`config.mk`:
```
export PLATFORM = sky130hd
export DESIGN_NAME = spi_flash_responder
export DESIGN_NICKNAME = d
export VERILOG_FILES = /design/src/rtl/spi_flash_responder.sv
export SDC_FILE = /design/constraint.sdc
export NUM_CORES = 1
export LEC_CHECK = 0
export CAP_MARGIN = 30
export CORE_AREA = 2 2 102 104
export CTS_BUF_LIST = sky130_fd_sc_hd__clkbuf_8
export CTS_CLUSTER_DIAMETER = 60
export DETAILED_ROUTE_END_ITERATION = 12
export DIE_AREA = 0 0 104 106
export GPL_TIMING_DRIVEN = 0
export HOLD_SLACK_MARGIN = 0.12
export SYNTH_ARGS = -nofsm -noshare
export SYNTH_HDL_FRONTEND = slang
export SYNTH_SLANG_ARGS = --single-unit
```
`constraint.sdc`:
```
create_clock -name CLK_40 -period 4 [get_ports CLK_40]
set_input_delay 0.8 -clock CLK_40 [delete_from_list [all_inputs] [get_ports CLK_40]]
set_output_delay 0.8 -clock CLK_40 [all_outputs]
set_load 0.05 [all_outputs]
```
`src/rtl/spi_flash_responder.sv`:
```
`timescale 1ns/1ps
// -----------------------------------------------------------------------------
// spi_flash_responder
//
// SPI mode-0 responder that behaves like a minimal serial flash. It decodes the
// opcode shifted in on MOSI and answers on MISO from a byte-wide memory port,
// from a fixed JEDEC ID, or with a constant status byte. All SPI pins are
// oversampled in the CLK_40 domain, so nothing here is clocked by SPI_clk.
//
// Supported opcodes:
//   8'h03 READ : three address bytes, then sequential data until deselect
//   8'h9F RDID : JEDEC_ID bytes MSB first, repeating every three bytes
//   8'h05 RDSR : status byte 8'h00, repeating
//   other      : cmd_error pulse, MISO held high until deselect
//
// Ports:
//   CLK_40       in   system clock, the only clock in the block
//   reset        in   asynchronous, active-high reset
//   SPI_clk      in   serial clock from the initiator, idles low
//   chip_select  in   active-low select from the initiator
//   MOSI         in   serial data in, MSB first
//   MISO         out  serial data out, MSB first, 1 when idle
//   mem_rd_en    out  one-cycle read request for the byte at mem_addr
//   mem_addr     out  byte address of the current request
//   mem_rd_data  in   byte returned MEM_LATENCY cycles after mem_rd_en
//   busy         out  1 while a transaction is selected
//   cmd_error    out  one-cycle pulse on an unsupported opcode
//
// The initiator must hold each SPI_clk phase for at least
// SYNC_STAGES + MEM_LATENCY + 3 CLK_40 cycles so a fetched byte is loaded
// before the falling edge that starts shifting it out.
// -----------------------------------------------------------------------------
module spi_flash_responder #(
    parameter int          ADDR_W      = 24,
    parameter int          SYNC_STAGES = 2,
    parameter int          MEM_LATENCY = 1,
    parameter logic [23:0] JEDEC_ID    = 24'hEF4018
) (
    input  logic              CLK_40,
    input  logic              reset,
    input  logic              SPI_clk,
    input  logic              chip_select,
    input  logic              MOSI,
    output logic              MISO,
    output logic              mem_rd_en,
    output logic [ADDR_W-1:0] mem_addr,
    input  logic [7:0]        mem_rd_data,
    output logic              busy,
    output logic              cmd_error
);

    typedef enum logic [2:0] {
        S_IDLE,
        S_CMD,
        S_ADDR,
        S_DATA,
        S_ID,
        S_STATUS,
        S_IGNORE
    } state_t;

    // Address as received is 24 bits; widen (zero-extend) when ADDR_W is larger.
    localparam int AW_EXT = (ADDR_W > 24) ? ADDR_W : 24;

    // ---------------------------------------------------------------- sync
    logic [SYNC_STAGES-1:0] r_sclk_sync;
    logic [SYNC_STAGES-1:0] r_cs_sync;
    logic [SYNC_STAGES-1:0] r_mosi_sync;
    logic                   r_sclk_d;
    logic                   r_cs_d;

    // NOTE: every clocked assignment uses <= so all flops sample the values
    // from before the edge; blocking here would collapse the synchronizer chain.
    always_ff @(posedge CLK_40 or posedge reset) begin
        if (reset) begin
            r_sclk_sync <= '0;
            r_cs_sync   <= '1;      // reset into the deselected state
            r_mosi_sync <= '0;
            r_sclk_d    <= 1'b0;
            r_cs_d      <= 1'b1;
        end else begin
            r_sclk_sync <= {r_sclk_sync[SYNC_STAGES-2:0], SPI_clk};
            r_cs_sync   <= {r_cs_sync[SYNC_STAGES-2:0], chip_select};
            r_mosi_sync <= {r_mosi_sync[SYNC_STAGES-2:0], MOSI};
            r_sclk_d    <= r_sclk_sync[SYNC_STAGES-1];
            r_cs_d      <= r_cs_sync[SYNC_STAGES-1];
        end
    end

    logic w_sclk, w_cs, w_mosi;
    logic w_rise, w_fall, w_cs_fall;

    assign w_sclk    = r_sclk_sync[SYNC_STAGES-1];
    assign w_cs      = r_cs_sync[SYNC_STAGES-1];
    assign w_mosi    = r_mosi_sync[SYNC_STAGES-1];
    assign w_rise    = w_sclk & ~r_sclk_d;
    assign w_fall    = ~w_sclk & r_sclk_d;
    assign w_cs_fall = ~w_cs & r_cs_d;

    // ---------------------------------------------------------------- state
    state_t                r_state;
    logic [2:0]            r_bit_cnt;
    logic [7:0]            r_rx;
    logic [7:0]            r_tx;
    logic [15:0]           r_addr_acc;
    logic [1:0]            r_addr_bytes;
    logic [1:0]            r_id_idx;
    logic [MEM_LATENCY-1:0] r_rd_pipe;
    logic                  r_miso;
    logic                  r_mem_rd_en;
    logic [ADDR_W-1:0]     r_mem_addr;
    logic                  r_busy;
    logic                  r_cmd_error;

    assign MISO      = r_miso;
    assign mem_rd_en = r_mem_rd_en;
    assign mem_addr  = r_mem_addr;
    assign busy      = r_busy;
    assign cmd_error = r_cmd_error;

    // ---------------------------------------------------------------- comb
    state_t             w_cur_state;
    logic [7:0]         w_rx_byte;
    logic               w_byte_done;
    logic [AW_EXT-1:0]  w_addr_ext;
    logic [MEM_LATENCY:0] w_pipe_next;
    logic [7:0]         w_id_byte;
    logic               w_tx_state;

    // A select and a clock edge seen in the same cycle: treat the select as
    // already applied so the edge is handled in CMD.
    assign w_cur_state = (r_state == S_IDLE && w_cs_fall) ? S_CMD : r_state;
    assign w_rx_byte   = {r_rx[6:0], w_mosi};
    assign w_byte_done = w_rise && (r_bit_cnt == 3'd7);
    assign w_addr_ext  = AW_EXT'({r_addr_acc, w_rx_byte});
    // Bit MEM_LATENCY-1 marks the cycle in which mem_rd_data is valid.
    assign w_pipe_next = {r_rd_pipe, r_mem_rd_en};
    assign w_tx_state  = (w_cur_state == S_DATA) || (w_cur_state == S_ID) ||
                         (w_cur_state == S_STATUS);

    // NOTE: a default assignment ahead of the case keeps this purely
    // combinational; an uncovered path would otherwise infer a latch.
    always_comb begin
        w_id_byte = JEDEC_ID[7:0];
        case (r_id_idx)
            2'd0:    w_id_byte = JEDEC_ID[23:16];
            2'd1:    w_id_byte = JEDEC_ID[15:8];
            default: w_id_byte = JEDEC_ID[7:0];
        endcase
    end

    // ---------------------------------------------------------------- fsm
    always_ff @(posedge CLK_40 or posedge reset) begin
        if (reset) begin
            r_state      <= S_IDLE;
            r_bit_cnt    <= 3'd0;
            r_rx         <= 8'h00;
            r_tx         <= 8'h00;
            r_addr_acc   <= 16'h0000;
            r_addr_bytes <= 2'd0;
            r_id_idx     <= 2'd0;
            r_rd_pipe    <= '0;
            r_miso       <= 1'b1;
            r_mem_rd_en  <= 1'b0;
            r_mem_addr   <= '0;
            r_busy       <= 1'b0;
            r_cmd_error  <= 1'b0;
        end else begin
            r_mem_rd_en <= 1'b0;
            r_cmd_error <= 1'b0;
            r_rd_pipe   <= w_pipe_next[MEM_LATENCY-1:0];

            if (w_cs) begin
                // Deselected: abandon everything, including an in-flight fetch.
                r_state      <= S_IDLE;
                r_busy       <= 1'b0;
                r_miso       <= 1'b1;
                r_bit_cnt    <= 3'd0;
                r_rx         <= 8'h00;
                r_tx         <= 8'h00;
                r_addr_acc   <= 16'h0000;
                r_addr_bytes <= 2'd0;
                r_id_idx     <= 2'd0;
                r_rd_pipe    <= '0;
            end else if (w_cur_state != S_IDLE) begin
                if (r_state == S_IDLE) begin
                    r_state <= S_CMD;
                    r_busy  <= 1'b1;
                end

                if (w_fall) begin
                    if (w_tx_state) begin
                        r_miso <= r_tx[7];
                        r_tx   <= {r_tx[6:0], 1'b0};
                    end else begin
                        r_miso <= 1'b1;
                    end
                end

                // Fetched byte arrives between SPI edges (guaranteed by the
                // minimum phase length), ready for the next falling edge.
                if (r_rd_pipe[MEM_LATENCY-1]) begin
                    r_tx <= mem_rd_data;
                end

                if (w_rise) begin
                    r_rx      <= w_rx_byte;
                    r_bit_cnt <= r_bit_cnt + 3'd1;
                    if (w_byte_done) begin
                        case (w_cur_state)
                            S_CMD: begin
                                case (w_rx_byte)
                                    8'h03: begin
                                        r_state      <= S_ADDR;
                                        r_addr_bytes <= 2'd0;
                                    end
                                    8'h9F: begin
                                        r_state  <= S_ID;
                                        r_tx     <= JEDEC_ID[23:16];
                                        r_id_idx <= 2'd1;
                                    end
                                    8'h05: begin
                                        r_state <= S_STATUS;
                                        r_tx    <= 8'h00;
                                    end
                                    default: begin
                                        r_state     <= S_IGNORE;
                                        r_cmd_error <= 1'b1;
                                    end
                                endcase
                            end
                            S_ADDR: begin
                                if (r_addr_bytes == 2'd2) begin
                                    r_state     <= S_DATA;
                                    r_mem_addr  <= w_addr_ext[ADDR_W-1:0];
                                    r_mem_rd_en <= 1'b1;
                                end else begin
                                    r_addr_acc   <= {r_addr_acc[7:0], w_rx_byte};
                                    r_addr_bytes <= r_addr_bytes + 2'd1;
                                end
                            end
                            S_DATA: begin
                                // Prefetch the next sequential byte; wraps at 2^ADDR_W.
                                r_mem_addr  <= r_mem_addr + ADDR_W'(1);
                                r_mem_rd_en <= 1'b1;
                            end
                            S_ID: begin
                                r_tx     <= w_id_byte;
                                r_id_idx <= (r_id_idx == 2'd2) ? 2'd0 : r_id_idx + 2'd1;
                            end
                            S_STATUS: begin
                                r_tx <= 8'h00;
                            end
                            default: ;
                        endcase
                    end
                end
            end
        end
    end

endmodule

```
# Word level (Yosys, flattened, before mapping)
# Index checks and enable logic that the tools add are counted.
[word_totals] ff_bits=78 latch_bits=0 mem_bits_rw=0 romBits=0 in_bits=13 output_inout_bits=28 wordCells=136 memories=0
[classes] add_sub_neg=4 n_mul=0 div_mod_pow=0 magnitude_cmp=0 n_eq_ne=17 shifts=0 mux=67 n_bitwise=6 n_reduce_logical=24
[ops] op="16-bit 2-to-1 mux" n=6
[ops] op="8-bit 2-to-1 mux" n=7
[ops] op="24-bit one-hot mux with 2 select lines" n=1
[ops] op="8-bit one-hot mux with 2 select lines" n=2
[ops] op="3-bit 2-to-1 mux" n=10
[ops] op="24-bit by 1-bit adder with 24-bit output (second input constant)" n=1
[ops] op="2-bit 2-to-1 mux" n=12
[ops] op="24-bit 2-to-1 mux" n=1
[ops] op="8-bit one-hot mux with 3 select lines" n=1
[ops] op="7-bit 2-to-1 mux" n=3
[ops] op="1-bit 2-to-1 mux" n=19
[ops] op="2-bit nonzero test" n=7
[ops] op="6-bit AND reduction" n=2
[ops] op="5-bit AND reduction" n=2
[ops] op="3-bit equality test (second input constant)" n=3
[ops] op="3-bit != test (second input constant)" n=3
[ops] op="3-bit one-hot mux with 3 select lines" n=1
[ops] op="3-bit nonzero test" n=3
[ops] op="8-bit by 2-bit equality test with 1-bit output (second input constant)" n=1
[ops] op="8-bit by 3-bit equality test with 1-bit output (second input constant)" n=1
[ops] op="8-bit equality test (second input constant)" n=1
[ops] op="2-bit one-hot mux with 2 select lines" n=2
[ops] op="3-bit by 2-bit equality test with 1-bit output (second input constant)" n=2
[ops] op="3-bit one-hot mux with 2 select lines" n=1
[ops] op="15 further kinds" n=26

# Depth between registers and ports, before layout
# Gate-level depths: netlist (run 1).
[depth] depth_word=16 depth_mapped=9 mapped_depth_nobuf=8

# Worst setup path before layout (run 1)
# No wires, ideal clock.
[synth_path] path_kind="flip-flop to flip-flop" start="reg r_mem_addr[0] (netlist: mem_addr[0])" end="reg r_mem_addr[10] (netlist: mem_addr[10])" setup_ns=0.126 arrival_ns=1.863 required_time_ns=3.874 setup_slack_ns=2.012 path_stages_with_launch=8 n_path_buf=1 synth_period_minus_slack_ns=1.988 path_cell_list="dfrtp_1 ha_1 and3_1 and3_1 buf_2 a31o_2 a21oi_1 a21oi_1"
[synth_between] elab_chain_len=2
[synth_rtl] item="from (decl)" line="111" rtl="logic [ADDR_W-1:0] r_mem_addr;"
[synth_rtl] item="from (signal assigned)" line="235" rtl="r_mem_addr <= w_addr_ext[ADDR_W-1:0];"
[synth_rtl] item="from (signal assigned)" line="244" rtl="r_mem_addr <= r_mem_addr + ADDR_W'(1);"
[synth_rtl] item="24-bit by 1-bit adder with 24-bit output" line="244"
[synth_rtl] item="24-bit one-hot mux with 2 select lines" line="210" rtl="case (w_cur_state)"
# Every way passes these cells.
# A chain may end at the register's enable or synchronous reset.

# Worst setup path after layout (run 1)
[layout_path] start="reg r_mem_addr[8] (netlist: mem_addr[8])" end="out mem_addr[8]"
[layout_rtl] item="to (decl)" line="46" rtl="output logic [ADDR_W-1:0] mem_addr,"
# No word-level cell between the ends.

==> results of run 1 <==
worst reg2reg max path, delay by kind of cell (launching register included):
family          cells  cell delay (ns)
buf+inv             2             0.42
flops               1             0.37
compound gates      2             0.31
simple gates        3             0.72
fa+ha+maj           2             0.35
routing by layer:
layer | track usage [%] | vias up
li1 | - | 1669
met1 | 30.3 | 1757
met2 | 29.8 | 99
met3 | 3.00 | 15
met4 | 9.27 | 0
met5 | 0 | -
area by class of cell:
| cell class | count | area (µm²) | area share (%) |
|---|---|---|---|
| Buffer | 26 | 121 | 2.45 |
| Clock buffer | 9 | 124 | 2.50 |
| Clock inverter | 7 | 123 | 2.48 |
| Inverter | 6 | 25.0 | 0.506 |
| Multi-Input combinational cell | 320 | 2000 | 40.4 |
| Sequential cell | 78 | 1960 | 39.6 |
| Tap cell | 136 | 170 | 3.44 |
| Timing Repair Buffer | 41 | 428 | 8.65 |
sequential cells by signal (all words and copies together) (netlist names), 3 cells and up:
| name | flops |
|---|---|
| mem_addr | 24 |
| r_addr_acc | 16 |
| r_bit_cnt | 3 |
| r_rx | 7 |
| r_state | 3 |
| r_tx | 8 |
kinds of logic (layout without fill, tap and decap cells):
logic type      Yosys count  in the layout  synth area share [%]
simple gates            159            159                  19.6
compound gates          133            133                  21.9
buf+inv                  32             89                  3.51
xor+xnor                  1              1                 0.214
mux                      23             23                  5.80
flops                    78             78                  47.7
fa+ha+maj                 4              4                  1.22
report_power, final:
group,leakage [nW],internal (mW),switching (mW),total (mW)
Clock,0.116,0.416,0.310,0.727
Combinational,0.840,0.0316,0.0505,0.0821
Sequential,1.06,0.798,0.00781,0.805
layout by cell type (no fill, tap or decap), drive strengths merged, types with 3 or more instances in the layout:
| cell type | instances |
|---|---|
| nand2 | 61 |
| mux2 | 6 |
| and3 | 7 |
| a211oi | 3 |
| nand4 | 5 |
| and4 | 3 |
| or2 | 3 |
| nor3 | 8 |
| clkdlybuf4s50 | 40 |
| o22ai | 6 |
| clkbuf | 22 |
| buf | 14 |
| o211ai | 7 |
| nor4 | 3 |
| inv | 6 |
| dfstp | 4 |
| bufinv | 3 |
| a311oi | 4 |
| a32oi | 4 |
| o21bai | 3 |
| nor2 | 35 |
| mux2i | 17 |
| o21ai | 30 |
| ha | 4 |
| nor2b | 7 |
| a21oi | 50 |
| a2bb2oi | 4 |
| dfrtp | 74 |
| nand3 | 13 |
| a31o | 4 |
| nand2b | 5 |
through the flow:
step	TNS (ns)	power (mW)	hold WS, ns	setup WS, ns
global route	0	1.67	0.367	1.38
global placement	-12.27	0.899	0.334	-0.171
detailed placement	0	0.905	0.336	1.78
CTS	0	1.64	0.355	1.43
floorplan	0	0.870	0.331	1.21
finish	0	1.61	0.351	1.45
final timing paths:
check | from | endpoint | cells after the start
min in group asynchronous | reset | mem_addr[23] | 2
hold / removal | r_sclk_sync[0] | r_sclk_sync[1] | 0
max in group asynchronous | reset | r_cs_d | 3
hold reg to reg | r_sclk_sync[0] | r_sclk_sync[1] | 0
setup / recovery | mem_addr[8] | mem_addr[8] | 1
setup reg to reg | r_bit_cnt[0] | mem_addr[21] | 9
==> out/qor.json, run 1 <==
{
  "worst_setup_path": {
    "rrSetupSlack_ns": 1.75,
    "worstPathCellList": "clkdlybuf4s50_1",
    "kind_of_cell_with_the_highest_combined_delay_on_the_critical_path": "buffers and inverters",
    "worstPathRequired_ns": 3.20,
    "critical-path-max-stage-delay_ns": 0.86,
    "critical-path-slowest-cell": "sky130_fd_sc_hd__clkdlybuf4s50_1",
    "crit_path_end_kind": "primary output",
    "timing.critical_path.buf_inv": 1,
    "critical_path.startpoint_type": "flip-flop",
    "worstPathArrival_ns": 1.75,
    "path_class": "flip-flop to primary output",
    "crit_fanout": 9
  },
  "power": {
    "power_per_cell_area_nw_per_um2": 326,
    "ir_drop_mv": 0.167,
    "cellLeakagePower_nw": 2.02
  },
  "placement": {
    "placement.cell_area_um2": 4700,
    "place.port_buffers": 40,
    "place_hpwl_mm": 7.48,
    "post-place-cells": 607,
    "gpl.final_weighted_congestion": 0.873
  },
  "clock_network": {
    "cts.root.buffer_cell": "sky130_fd_sc_hd__clkbuf_8",
    "cts_num_sinks": 78,
    "clock_tree_from_tritoncts": "yes",
    "cts_hold_buf": 0,
    "clk_transition_reported_paths_ns": 0.09,
    "clk-insertion-delay-late_ns": 0.36,
    "cts.path.max_buffers": 2,
    "cts_inserted_buffers": 9,
    "h_tree_level_count": 3,
    "cts_repair_resize_count": 0,
    "post_cts.repair.setup_buffers": 0
  },
  "detailed_routing": {
    "routed_wirelength_mm": 10.6,
    "detail_route.vias_per_cell": 5.68,
    "drt-pass1-iter-count": 4,
    "final_routed_drc_violation_total": 0,
    "num_vias": 3540,
    "drtAntennaViolNets": 0,
    "wl_met2_mm": 4.73,
    "highest-signal-layer": "met4",
    "met3_length_um": 586,
    "wirelength_met1_mm": 5.10,
    "post_drt_wl_per_cell_um": 17.0,
    "initialDrtViolationCount": 167
  },
  "synth": {
    "part_of_the_yosys_area_used_for_sequential_elements_pct": 47.7,
    "synth_enable_flop_cells": 0,
    "cell_area_synth_um2": 4100,
    "synth_largest_type_area_fraction_pct": 45.2,
    "ys_top_cells_by_area": "sky130_fd_sc_hd__dfrtp_1, sky130_fd_sc_hd__a21oi_1, sky130_fd_sc_hd__nand2_1",
    "syn-instance-count": 430,
    "netlist_top_cells_count": "sky130_fd_sc_hd__dfrtp_1, sky130_fd_sc_hd__nand2_1, sky130_fd_sc_hd__a21oi_1",
    "yosys.cell_count.top_type": "sky130_fd_sc_hd__dfrtp_1",
    "synth_largest_area_cell": "sky130_fd_sc_hd__dfrtp_1",
    "ys_types": 70,
    "syn_avg_cell_area_um2": 9.54,
    "postSynthNetCount": 447,
    "ys_seq_elements": 78,
    "yosysWarningCount": 0,
    "fraction_of_registers_with_async_set_reset_pct": 100,
    "ys_dominant_reg_cell": "sky130_fd_sc_hd__dfrtp_1"
  },
  "global_route": {
    "grt_first_pass_wirelength_mm": 17.9,
    "antenna_found_initial": 0,
    "final_global_route_overflow_total": 0,
    "grt_max_degree": 66,
    "track_usage_pct": 20.5,
    "number_of_global_route_vias_before_repair": 3357
  },
  "timing": {
    "clock-skew-final_ns": 0.0103,
    "max_slew_violations": 0,
    "grt_setup_unrepaired": "false",
    "final-setup-viol-count": 0,
    "fin_crit_sh_pct": 63.7,
    "fmax_achieved_mhz": 392,
    "maxSlewHeadroom_pct": 62.0,
    "timing.final.crit_period_ns": 2.55,
    "hold_viol_final": 0,
    "worst_slew_pin_slew_ns": 0.571
  },
  "die": {
    "design.portCount": 41,
    "die_x_um": 104,
    "row_count": 37,
    "die_area_um2": 11000,
    "core_area_um2": 10000,
    "die_height_um": 106,
    "initial_utilization_pct": 41.0
  },
  "finish": {
    "layout.filler_cells": 968,
    "fraction_of_layout_cells_with_a_size_suffix_above_1_pct": 11.9,
    "finish.instance_area_um2": 4950,
    "post-route-util_pct": 49.5,
    "finalNetCount": 499,
    "area_delta_synth_final_pct": 20.7,
    "n_antenna_cell": 0,
    "final-instance-count-excl-fill": 623
  },
  "worst_hold_path": {
    "timing.hold.worst.class": "flip-flop to flip-flop"
  },
  "outcome": {
    "status": "complete, no violations"
  },
  "flow_run": {
    "max_cap_violations": 0
  }
}
Note: power is estimated with default switching activity, not from simulation.
==> run 2, diff against run 1 <==
- clock period: 4 -> 2.58 ns (I/O delays scaled with it)
==> results of run 2 <==
Same layout as run 1 (identical final DEF). Status: complete, no violations.
Main changes from that run: setup slack after placement 1.78 ns -> 0.359 ns; setup slack after layout 1.45 ns -> 0.315 ns; register-to-register setup slack 1.75 ns -> 0.33 ns; total power 1.61 mW -> 2.50 mW; worst IR drop on VDD 0.167 mV -> 0.258 mV
==> run 3, diff against run 2 <==
- clock period: 2.58 -> 2.5 ns (I/O delays scaled with it)
==> results of run 3 <==
Same layout as run 1 (identical final DEF). Status: complete, no violations.
Main changes from that run: setup slack after placement 1.78 ns -> 0.279 ns; clock-pin slew on the worst setup and hold paths 0.09 ns -> 0.08 ns; setup slack after layout 1.45 ns -> 0.249 ns; start point of the critical path mem_addr[8] -> r_bit_cnt[0]; end point of the critical path mem_addr[8] -> mem_addr[21]; register-to-register setup slack 1.75 ns -> 0.25 ns; total power 1.61 mW -> 2.58 mW; worst IR drop on VDD 0.167 mV -> 0.267 mV
